`src/rtl/fetch_pc_pkg.sv`:
```
// Shared definitions for the instruction-fetch PC stage:
// fetch states and next-PC select codes.
package fetch_pc_pkg;

    typedef enum logic {
        S_FETCH = 1'b0,
        S_HOLD  = 1'b1
    } fetch_state_e;

    typedef enum logic [1:0] {
        PC_SRC_SEQ = 2'b00,
        PC_SRC_BR  = 2'b01,
        PC_SRC_J   = 2'b10,
        PC_SRC_JR  = 2'b11
    } pc_src_e;

    function automatic logic low_bits_set(input logic [1:0] lsb);
        return |lsb;
    endfunction

endpackage

```
`src/rtl/fetch_pc_stage_mux.sv`:
```
// Four-input select used to pick the redirect target
// (sequential, branch, jump, register-indirect).
module mux_4to1
    import fetch_pc_pkg::*;
#(
    parameter int WIDTH = 32
) (
    input  logic [1:0]       control,
    input  logic [WIDTH-1:0] I_0,
    input  logic [WIDTH-1:0] I_1,
    input  logic [WIDTH-1:0] I_2,
    input  logic [WIDTH-1:0] I_3,
    output logic [WIDTH-1:0] out
);

    always_comb begin
        out = I_0;
        unique case (control)
            PC_SRC_SEQ: out = I_0;
            PC_SRC_BR:  out = I_1;
            PC_SRC_J:   out = I_2;
            PC_SRC_JR:  out = I_3;
        endcase
    end

endmodule

```
`src/rtl/fetch_pc_stage.sv`:
```
// Fetch front end: owns the PC, runs req/ack reads to instruction
// memory and hands instruction+PC to decode over valid/ready.
module fetch_pc_stage
    import fetch_pc_pkg::*;
#(
    parameter int               WIDTH    = 32,
    parameter logic [WIDTH-1:0] RESET_PC = 32'h0040_0000,
    parameter int               PC_INC   = 4
) (
    input  logic             clk,
    input  logic             rstb,
    input  logic             redirect,
    input  logic [1:0]       pc_src,
    input  logic [WIDTH-1:0] branch_target,
    input  logic [WIDTH-1:0] jump_target,
    input  logic [WIDTH-1:0] jr_target,
    output logic             imem_req,
    output logic [WIDTH-1:0] imem_addr,
    input  logic             imem_ack,
    input  logic [WIDTH-1:0] imem_rdata,
    output logic             valid_out,
    input  logic             ready_in,
    output logic [WIDTH-1:0] instr_out,
    output logic [WIDTH-1:0] pc_out,
    output logic             misalign
);

    fetch_state_e     state_q, state_d;
    logic [WIDTH-1:0] pc_q, pc_d;
    logic [WIDTH-1:0] instr_q, instr_d;
    logic [WIDTH-1:0] pc_out_q, pc_out_d;
    logic             squash_q, squash_d;
    logic             req_q, req_d;
    logic             valid_q, valid_d;
    logic             misalign_q, misalign_d;

    logic [WIDTH-1:0] seq_pc;
    logic [WIDTH-1:0] inc_pc;
    logic [WIDTH-1:0] target;

    assign seq_pc = pc_out_q + WIDTH'(PC_INC);
    assign inc_pc = pc_q + WIDTH'(PC_INC);

    mux_4to1 #(.WIDTH(WIDTH)) u_target_mux (
        .control (pc_src),
        .I_0     (seq_pc),
        .I_1     (branch_target),
        .I_2     (jump_target),
        .I_3     (jr_target),
        .out     (target)
    );

    always_comb begin
        state_d    = state_q;
        pc_d       = pc_q;
        instr_d    = instr_q;
        pc_out_d   = pc_out_q;
        squash_d   = squash_q;
        req_d      = req_q;
        valid_d    = valid_q;
        misalign_d = 1'b0;

        if (redirect) begin
            pc_d       = {target[WIDTH-1:2], 2'b00};
            misalign_d = low_bits_set(target[1:0]);
            state_d    = S_FETCH;
            valid_d    = 1'b0;
            if (state_q == S_HOLD) begin
                req_d = 1'b1;
            end else if (imem_ack) begin
                squash_d = 1'b0;
                req_d    = 1'b1;
            end else if (req_q || squash_q) begin
                // a reply is still owed; drop it when it lands
                squash_d = 1'b1;
                req_d    = 1'b0;
            end else begin
                req_d = 1'b1;
            end
        end else begin
            unique case (state_q)
                S_FETCH: begin
                    if (imem_ack && squash_q) begin
                        squash_d = 1'b0;
                        req_d    = 1'b1;
                    end else if (imem_ack && req_q) begin
                        instr_d  = imem_rdata;
                        pc_out_d = pc_q;
                        pc_d     = inc_pc;
                        valid_d  = 1'b1;
                        req_d    = 1'b0;
                        state_d  = S_HOLD;
                    end else if (!squash_q) begin
                        req_d = 1'b1;
                    end
                end
                S_HOLD: begin
                    if (ready_in) begin
                        valid_d = 1'b0;
                        req_d   = 1'b1;
                        state_d = S_FETCH;
                    end
                end
            endcase
        end
    end

    always_ff @(posedge clk) begin
        if (!rstb) begin
            state_q    <= S_FETCH;
            pc_q       <= RESET_PC;
            instr_q    <= '0;
            pc_out_q   <= '0;
            squash_q   <= 1'b0;
            req_q      <= 1'b0;
            valid_q    <= 1'b0;
            misalign_q <= 1'b0;
        end else begin
            state_q    <= state_d;
            pc_q       <= pc_d;
            instr_q    <= instr_d;
            pc_out_q   <= pc_out_d;
            squash_q   <= squash_d;
            req_q      <= req_d;
            valid_q    <= valid_d;
            misalign_q <= misalign_d;
        end
    end

    assign imem_req  = req_q;
    assign imem_addr = pc_q;
    assign valid_out = valid_q;
    assign instr_out = instr_q;
    assign pc_out    = pc_out_q;
    assign misalign  = misalign_q;

endmodule
```
`config.mk`:
```
export PLATFORM = sky130hd
export DESIGN_NAME = fetch_pc_stage
export DESIGN_NICKNAME = d
export VERILOG_FILES = /design/src/rtl/fetch_pc_pkg.sv /design/src/rtl/fetch_pc_stage_mux.sv /design/src/rtl/fetch_pc_stage.sv
export SDC_FILE = /design/constraint.sdc
export NUM_CORES = 1
export LEC_CHECK = 0
export CORE_ASPECT_RATIO = 0.9
export CORE_UTILIZATION = 38
export DETAILED_ROUTE_END_ITERATION = 8
export PLACE_DENSITY = 0.77
export SLEW_MARGIN = 20
export SYNTH_ARGS = -nofsm -noshare
export SYNTH_HDL_FRONTEND = slang
export SYNTH_SLANG_ARGS = --single-unit
```
`constraint.sdc`:
```
create_clock -name clk -period 2 [get_ports clk]
set_clock_uncertainty 0.1 [all_clocks]
set_input_delay 0.4 -clock clk [delete_from_list [all_inputs] [get_ports clk]]
set_output_delay 0.4 -clock clk [all_outputs]
set_load 0.03 [all_outputs]
```
==> impl_results.md <==
- Port bufs: 229
- Endpoints failing hold: 0
- Clk_lat worst skew: 0.35 ns
- Max-cap violations: 0
- Final Max Tran Viols: 0
- Number of synthesized flops with an enable pin: 0
- ANT nets after route: 0
- Final nets: 1106
- Post-synthesis cell area: 0.005291 sq mm
- Num CTS Buffers: 9
- Worst IR drop on VDD: 0.3670 mV
- Pre-antenna DRT Iters: 7
- Drt total wl: 19790 um
- Fin crit share: 103.9%
- CP arrival: 2.22 ns
- Max Root-Sink Buffers: 2
- Sequential Area: 0.001978 sq mm
- Die W: 126.4 um
- Status: complete, but fails checks
- PnR worst setup slack: -0.07748 ns
- Unique masters post-synth: 50
- Worst EP required: 2.14 ns
- Placed cells: 1125
- Dpl ws: -0.2269 ns
- Post-CTS Hold Fix Bufs: 0
- Violated checks: setup timing
- Routability congestion estimate from global placement: 0.8977
- Clock Pin Slew Worst Setup and Hold Paths: 0.06 ns
- Starting Density: 39.30%
- Wirelength per Cell: 17.32 um
- Htree depth: 3
- Startpoint types: flop
- Top cell family by delay on the critical path: simple AND/OR/NAND/NOR gates
- Fin Hold WS: 0.3534 ns
- DP HPWL: 15140 um
- Worst min path class: flop to flop
- Die height: 113.9 um
- Syn avg cell area: 7.957 sq um
- Grt total ovfl: 0
- CTS tree: built
- Fin cells: 1142
- CTS Root Cell: clkbuf_16
- Max Freq: 481.4 MHz
- Total track usage: 27.35%
- Unrepaired setup endpoints after global routing: true
- CP Buf/Inv Count: 0
- Sequential element share of the synthesized area: 36.70%
- Placeable Area: 0.01346 sq mm
- Synth warn: 0
- Asr flop ratio synth: 0%
- CP Max Fanout: 6
- PnR Total Power: 4904 uW
- Cell count after synthesis: 665
- Pwr per Cell Area: 550.0 mW/mm^2
- Initial DRC Count: 547
- Crit path kind: flop to flop
- # IOs: 234
- Min Tclk post-route: 2.077 ns
- FP Rows: 40
- Vias in the first global route: 5731
- Antenna cells: 0
- Clock sink count: 97
- Footprint of the multi-input gates: 0.003211 sq mm
- Vias per Instance: 5.371
- Leak: 0.003757 uW
- Area grow syn2layout: 68.53%
- Global-route wire length before repair: 30590 um
- Crit-path max cell delay: 0.49 ns
- Final setup violation count: 2
- Layout cells sized above 1: 20.53%
- DRC violations left: 0
- Largest net degree at the start of global routing: 43
- Worst path cell trace: nand4_4, nor4_4, nand3_2, xnor2_2, mux4_2, o22a_1
- CP Capture Type: flop
- Die Area: 0.01440 sq mm
- CP max stage cell: mux4_2
- Vias: 6134
- Fill cells: 1104
- Initial antenna violation count: 0
- Synth Register Bits: 97
- Primary FF master, synth: dfxtp_1
==> synth_stat cells (4+ instances only) <==
master | number | share of area [%]
clkbuf_1 | 34 | 2.4
nor4_1 | 5 | 0.59
a21oi_1 | 83 | 7.9
nor3_1 | 11 | 1.0
dfxtp_1 | 97 | 37
xnor2_1 | 28 | 4.6
nand4_1 | 22 | 2.6
mux2_2 | 15 | 3.2
o21ai_0 | 16 | 1.5
a221oi_1 | 11 | 1.8
buf_2 | 4 | 0.38
nor2_1 | 32 | 2.3
inv_1 | 12 | 0.85
o22ai_1 | 5 | 0.59
buf_4 | 4 | 0.57
mux2i_1 | 4 | 0.76
mux4_2 | 13 | 5.5
nand3_1 | 29 | 2.7
xor2_1 | 26 | 4.3
and3_1 | 7 | 0.83
nand2_1 | 158 | 11
a211oi_1 | 8 | 1.1
==> cell type report <==
type                       count  share of cell area, %
multi-input combinational    512                  36.00
timing repair buffer         335                  35.78
sequential                    97                  22.18
clock buffer                  13                  2.918
tap                          168                  2.357
inverter                      14                 0.5893
clock inverter                 3                 0.1684
==> path summary, 6_finish.rpt <==
| kind | from | endpoint | slack (ns) | cells after the start |
|---|---|---|---|---|
| worst min-delay path | instr_out[27]$_SDFFE_PN0P_ | instr_out[27]$_SDFFE_PN0P_ | 0.35 | 2 |
| worst min register to register | instr_out[27]$_SDFFE_PN0P_ | instr_out[27]$_SDFFE_PN0P_ | 0.35 | 2 |
| worst max-delay path | pc_out[9]$_SDFFE_PN0P_ | imem_addr[22]$_SDFFE_PN1P_ | -0.08 | 6 |
| worst max register to register | pc_out[9]$_SDFFE_PN0P_ | imem_addr[22]$_SDFFE_PN1P_ | -0.08 | 6 |
==> flip-flops by register name (all words and copies together) (netlist names) <==
name and count:
imem_req 1, instr_out 32, imem_addr 30, squash_q 1
misalign 1, pc_out 30, valid_out 1, state_q 1
==> repair_timing <==
item                       CTS  global route
gates resized for setup     32            36
setup endpoints to repair   34            33
pin swaps                    2             6
setup buffers                0             1
==> worst reg2reg max path: stages (launching register included) <==
cell     delay (ns)
dfxtp_2        0.36
nand4_4        0.21
nor4_4         0.30
nand3_2        0.14
xnor2_2        0.16
mux4_2         0.49
o22a_1         0.21
==> power by group <==
part,switching (uW),internal [uW]
logic,578,614
clock network,722,906
registers,69.5,2010
total,1370,3540
==> placed cells by master (no fill, tap or decap), types with 3 or more instances in the layout <==
cell / n
nor2b_1: 3
clkdlybuf4s50_1: 178
mux2_2: 15
clkinv_2: 3
nand3_1: 28
nand4_1: 22
nor3_2: 3
conb_1: 4
a221oi_1: 11
clkbuf_16: 9
dfxtp_2: 23
dfxtp_1: 72
and3_1: 7
a21oi_1: 83
inv_1: 12
nor4_1: 3
nor3_1: 8
and4_1: 3
a211oi_1: 8
xnor2_1: 27
o22ai_1: 5
dlygate4sd2_1: 30
nor2_2: 3
mux4_2: 13
mux2i_1: 4
nor2_1: 29
buf_12: 7
o21ai_0: 14
buf_4: 97
dlymetal6s2s_1: 20
xor2_1: 24
nand2_1: 156
==> cell families (layout without fill, tap and decap cells) <==
family	Yosys count	in the layout	synth area share [%]
DFF	97	97	36.70
xor gates and xnor gates	54	54	8.938
other	1	4	0.07087
muxes	32	32	9.482
and+or+nand+nor	285	285	24.76
adders and majority gates	2	2	0.4728
AOI/OAI and AO/OA	135	135	15.02
buffers and inverters	59	365	4.564
==> per-stage QoR <==
stage	cell area, sq um	setup TNS, ns	util [%]
after global routing	8917	-0.4457	66.24
final	8917	-0.1199	66.24
after global placement	8544	-7.839	63.47
after floorplan	5358	-0.1211	-
after CTS	8790	-0.06109	65.29
after detailed placement	8544	-13.50	63.47
==> routing by layer <==
| metal | vias up | GRT usage, % | part of all wire [%] |
|---|---|---|---|
| li1 | 2941 | - | - |
| met1 | 2862 | 36.17 | 43 |
| met2 | 314 | 43.94 | 46 |
| met3 | 17 | 7.411 | 9.9 |
| met4 | 0 | 7.390 | 1.2 |
| met5 | - | 0 | 0 |
No activity file was read; power rests on OpenSTA's default activity.
==> edit 1: new RTL, config.mk and constraints unchanged <==
Make the reset (`rstb`) asynchronous in one clocked block.
--- a/src/rtl/fetch_pc_stage.sv
+++ b/src/rtl/fetch_pc_stage.sv
@@ -106,5 +106,5 @@
     end
 
-    always_ff @(posedge clk) begin
+    always_ff @(posedge clk or negedge rstb) begin
         if (!rstb) begin
             state_q    <= S_FETCH;
Check against the original RTL: differs if rstb is asserted again (counterexample within 4 cycles, from zero or initial values and one cycle with rstb low); with rstb held inactive, the same outputs for 4 cycles.
==> edit 1 against the unedited design <==
The run still ends with negative setup slack left. Critical endpoint is now imem_addr[24]. Cell area grew 6.5%. Count of clock-buffer cells in the layout shrank 4. Global-route usage shrank 0.078 points. Synthesized area grew 8.9%. Routed wire length grew 6.2%. Synthesized cell count shrank 17%. Critical path type unchanged. Sequential cell count is the same. Critical path depth shrank 1. Worst setup slack gained 0.030 ns. Via count shrank 3.9%. Final cell count shrank 5.6%.
Power is not compared: it rests on default switching activity, and its combinational part moved more than twofold at a synthesized area within 25%.
==> edit 1: results (changes against the unedited design) <==
Yosys
  • Syn Inst Count: 553 (-17%)
  • Primary FF master, synth: dfrtp_1
  • Synth Area in Compound Gates: 11.1% (-4.0 points)
  • Mux contribution to synthesized area: 19.9% (+10 points)
  • Xor/xnor share of the synthesized area: 6.38% (-2.6 points)
  • Synth area leaders: dfrtp_1 (42%), mux2_2 (15%), xnor2_1 (3.3%)
  • Synth Area in Adders: 0.434% (-0.039 points)
  • Sequential area share after synthesis: 42.1% (+5.4 points)
  • Async set-reset flop share out of synthesis: 100% (+100 points)
  • Yosys cell types: 61 (+22%)
  • Most frequent cells after synthesis: dfrtp_1 (96), mux2_2 (75), nand2_1 (38), nand3_1 (28), o21ai_0 (26)
  • Synth warn: 0 (unchanged)

Timing
  • Final setup viols: 2 (unchanged)
  • Setup tns final: -0.0777 ns (+0.0421 ns)
  • Final Worst Setup Slack: -0.0479 ns (+0.0296 ns)

Setup path
  • Crit path kind: reg2reg
  • CP max stage cell: or4_4
  • Worst r2r src: pc_out[12]
  • CP max stage delay: 0.57 ns (+0.08 ns)
  • CP delay by family, top: simple AND/OR/NAND/NOR gates
  • CP Data Arrival Time: 2.22 ns (about the same)
  • Crit-path max FO: 8 (+2)

Power
  • Leakage: 3.89 nW
  • IR drop worst, VDD: around 0.9 mV
  • Switching power: around 4.9 mW

Layout
  • Non-Filler Instances: 1078 (-5.6%)
  • Antenna Cells: 0 (unchanged)
  • # nets final: 1012 (-8.5%)
  • Max reg flops: 32 (unchanged)
  • Layout fillers: 1253 (+13%)
  • Ratio of cells with drive above 1 in the final layout: 31.4% (+11 points)

Placement
  • Setup slack at placement: -0.317 ns (-0.0906 ns)
  • Placer congestion estimate: 0.974 (+8.5%)
  • I/O Buffers: 229 (unchanged)
  • Post-DP HPWL: 16.3 mm (+7.7%)
  • DP Area: 0.00907 mm^2 (+6.2%)

Global route
  • First-pass GRT wire length: 33.1 mm (+8.1%)
  • Total track usage: 27.3% (-0.078 points)
  • Initial antenna violation count: 0 (unchanged)
  • Number of global-route vias before repair: 6021 (+5.1%)
  • Largest net degree at the start of global routing: 45 (+4.7%)

Clocking
  • CTS Root Cell: clkbuf_16
  • TritonCTS buffer count: 9 (unchanged)
  • Worst-Skew Late Latency: ~0.36 ns
  • Reg clk slew, reported paths: 0.07 ns
  • Post-CTS setup buffers: 2 (+2)
  • # hold bufs at CTS: 1 (+1)
  • H-tree depth: 3 (unchanged)
  • Resized cells post-CTS: 58 (+81%)
  • Clock Tree Buf Depth: 2 (unchanged)

Hold path
  • HP Start: instr_out[0]
  • Hold crit path type: reg2reg

Routing
  • Initial DRC count: 452 (-17%)
  • Routed wire length per instance: 19.5 um (+12%)
  • Total number of vias: 5896 (-3.9%)
  • DR pass1 iterations: 5 (-2)

Outcome
  • Failing checks: negative setup slack
  • Status: finished, violations left
## edit 1: power groups by stage
stage	Sequential, mW	Clock, mW	Combinational (mW)
CTS	3.40	1.74	6.16
global placement	3.39	0	6.27
finish	3.41	1.68	6.20
floorplan	4.99	0	1.59
global route	3.50	1.81	6.54
detailed placement	3.43	0	6.34
## edit 1: per-layer routing
metal	GRT usage [%]	wire, um	vias up	share of wire, %
li1	-	-	2699	-
met1	36.8	9030	2852	43
met2	43.1	9750	314	46
met3	7.36	1910	31	9.1
met4	7.34	317	0	1.5
met5	0	0	-	0
## edit 1: kinds of logic (layout without fill, tap and decap cells)
| kind of cell | Yosys count | count (layout) |
|---|---|---|
| buffers and inverters | 48 | 372 |
| other | 1 | 4 |
| AO/OA/AOI/OAI | 96 | 96 |
| flip-flops | 97 | 97 |
| adder cells (fa/ha/maj) | 2 | 2 |
| XOR/XNOR | 42 | 42 |
| AND/OR/NAND/NOR | 172 | 172 |
| multiplexers | 95 | 95 |
## edit 1: layout make-up
class	count	area (um^2)	share of cell area, %
Multi-Input combinational cell	411	3270	34.4
Inverter	11	41.3	0.435
Sequential cell	97	2460	25.9
Clock buffer	9	225	2.37
Timing Repair Buffer	345	3190	33.6
Tap cell	198	248	2.61
Clock inverter	7	58.8	0.619
## edit 1: worst paths after layout
path	end	slack [ns]	depth (start not counted)
setup / recovery	imem_addr[24]	-0.05	5
setup reg to reg	imem_addr[24]	-0.05	5
hold / removal	instr_out[0]	0.41	1
min in group asynchronous	imem_addr[13]	0.44	2
hold reg to reg	instr_out[0]	0.41	1
max in group asynchronous	pc_out[19]	0.74	3
## edit 1: worst reg2reg max path: cells and delay by family, from the launching register on
family,cells,cell delay [ns]
flops,1,0.39
compound gates,2,0.33
simple gates,3,1.16
==> edit 2: new RTL, same settings <==
Without the edit above. `RESET_PC`: 32'h0040_0000 -> 32'h00200000.
--- a/src/rtl/fetch_pc_stage.sv
+++ b/src/rtl/fetch_pc_stage.sv
@@ -5,5 +5,5 @@
 #(
     parameter int               WIDTH    = 32,
-    parameter logic [WIDTH-1:0] RESET_PC = 32'h0040_0000,
+    parameter logic [WIDTH-1:0] RESET_PC = 32'h00200000,
     parameter int               PC_INC   = 4
 ) (
Check against the original RTL: not equivalent (Yosys sat finds a counterexample within 4 cycles, from zero or initial values and one cycle with rstb low).
==> edit 2 against the unedited design <==
Synthesized area rose by 4.5%. Sequential cell count unchanged. Non-clock buffer count increased by 27. Largest cell class unchanged. Cell area is 7.3% higher. The flow still finishes with violations (negative setup slack). Power up 5.5%. Routed wire length rose by 11%. Worst setup slack worse by 0.016 ns.
==> edit 2: results (changes against the unedited design) <==
Timing
  • Final setup viols: 10 (+8)
  • Setup tns final: -0.426 ns (-0.306 ns)
  • Slew HR: between 60% and 70%
  • Final Worst Setup Slack: -0.0932 ns (-0.0157 ns)

Setup path
  • CP max stage delay: 0.56 ns (+0.07 ns)
  • CP max stage cell: or4_4
  • Length in cells of the worst reg-to-reg path: 6 (unchanged)
  • CP Data Arrival Time: 2.29 ns (+0.07 ns)
  • Crit-path max FO: 3 (-3)

Routing
  • Detail Route met2 WL: 10.6 mm (+16%)
  • Wire length on met1: 9.24 mm (+9.3%)
  • Top Layer Used: met4
  • Routed wire length per instance: 17.8 um (+2.9%)
  • Initial DRC count: 589 (+7.7%)
  • WL met3: 1.68 mm (-14%)
  • DR pass1 iterations: 7 (unchanged)
  • Vias per cell: 5.56 (+3.4%)

Yosys
  • Synth warn: 0 (unchanged)
  • Most frequent cells after synthesis: nand2_1 (150), dfxtp_1 (97), a21oi_1 (85), clkbuf_1 (39), nand3_1 (26)
  • Yosys cell types: 63 (+26%)
  • Sequential area share after synthesis: 35.1% (-1.6 points)
  • Syn Inst Count: 714 (+7.4%)
  • Synth area leaders: dfxtp_1 (35%), nand2_1 (10%), a21oi_1 (7.7%)

Global route
  • GR Util met1: 35.7% (-0.44 points)
  • Global Route met3 Usage: 6.50% (-0.91 points)
  • First-pass GRT wire length: 33.1 mm (+8.3%)
  • Total track usage: 28.6% (+1.3 points)
  • Number of global-route vias before repair: 6374 (+11%)
  • Met2 GRT Util: 48.7% (+4.8 points)
  • Initial antenna violation count: 0 (unchanged)
  • Largest net degree at the start of global routing: 62 (+44%)

Outcome
  • Status: finished, violations left
  • Failing checks: negative setup slack

Clocking
  • Worst-Skew Late Latency: roughly 0.36 ns
  • TritonCTS buffer count: 9 (unchanged)
  • CTS Root Cell: clkbuf_16
  • # hold bufs at CTS: 0 (unchanged)
  • Clock Tree Buf Depth: 2 (unchanged)

Placement
  • Setup slack at placement: -0.349 ns (-0.122 ns)
  • Placer congestion estimate: 0.887 (-1.2%)
  • Post-DP HPWL: 16.3 mm (+7.7%)

Layout
  • Max reg flops: 32 (unchanged)
  • Layout fillers: 1139 (+3.2%)
  • Antenna Cells: 0 (unchanged)
  • # nets final: 1172 (+6.0%)
  • Ratio of cells with drive above 1 in the final layout: 24.0% (+3.5 points)

Power
  • Cell-internal power: 3.63 mW (+2.6%)
  • Leakage: 3.93 nW (+4.7%)
  • Comb. pwr: 1.23 mW (+3%)
  • IR drop worst, VDD: 0.400 mV (+9.1%)

Floorplanning
  • Die area: 0.0150 mm^2 (+4.4%)

Hold path
  • Hold crit path type: reg2reg
## edit 2: cells by family (layout without fill, tap and decap cells)
family                   after synthesis  in the layout  synth area share, %
AO/OA/AOI/OAI                        188            188                 21.7
XOR/XNOR                              31             31                 4.91
adder cells (fa/ha/maj)                2              2                0.453
buffers and inverters                 71            394                 5.20
flip-flops                            97             97                 35.1
multiplexers                          32             32                 7.47
other                                  1              4               0.0678
AND/OR/NAND/NOR                      292            292                 25.1
## edit 2: cell type report
class                      instances  area share, %
clock buffer                       9           2.35
clock inverter                     7          0.889
inverter                          16          0.628
multi-input combinational        549           37.2
sequential                        97           21.0
tap                              193           2.52
timing repair buffer             362           35.4
## edit 2: critical path: cells and delay by family, from the launching register on
family                     cells  cell delay (ns)
DFF                            1             0.37
and+or+nand+nor                3             1.08
AOI/OAI and AO/OA              2             0.33
adders and majority gates      1             0.14
## edit 2: worst paths after layout
path | from | endpoint | slack (ns)
min reg2reg | instr_out[7] | instr_out[7] | 0.36
min | instr_out[7] | instr_out[7] | 0.36
max reg2reg | pc_out[3] | imem_addr[16] | -0.09
max | pc_out[3] | imem_addr[16] | -0.09
## edit 2: timing repair
item / CTS / global route
setup buffers: 2 / 1
pin swaps: 6 / 11
gates resized for setup: 56 / 49
endpoints found under the setup margin: 53 / 41
## edit 2: through the flow
| stage | std cells | power [mW] | hold WS, ns | area (um^2) |
|---|---|---|---|---|
| finish | 1233 | 5.17 | 0.355 | 9570 |
| detailed placement | 1214 | 3.36 | 0.346 | 9030 |
| global route | 1233 | 5.35 | 0.366 | 9570 |
| global placement | 1214 | 3.34 | 0.341 | 9030 |
| floorplan | 717 | 2.67 | 0.396 | 5680 |
| CTS | 1232 | 5.19 | 0.356 | 9380 |
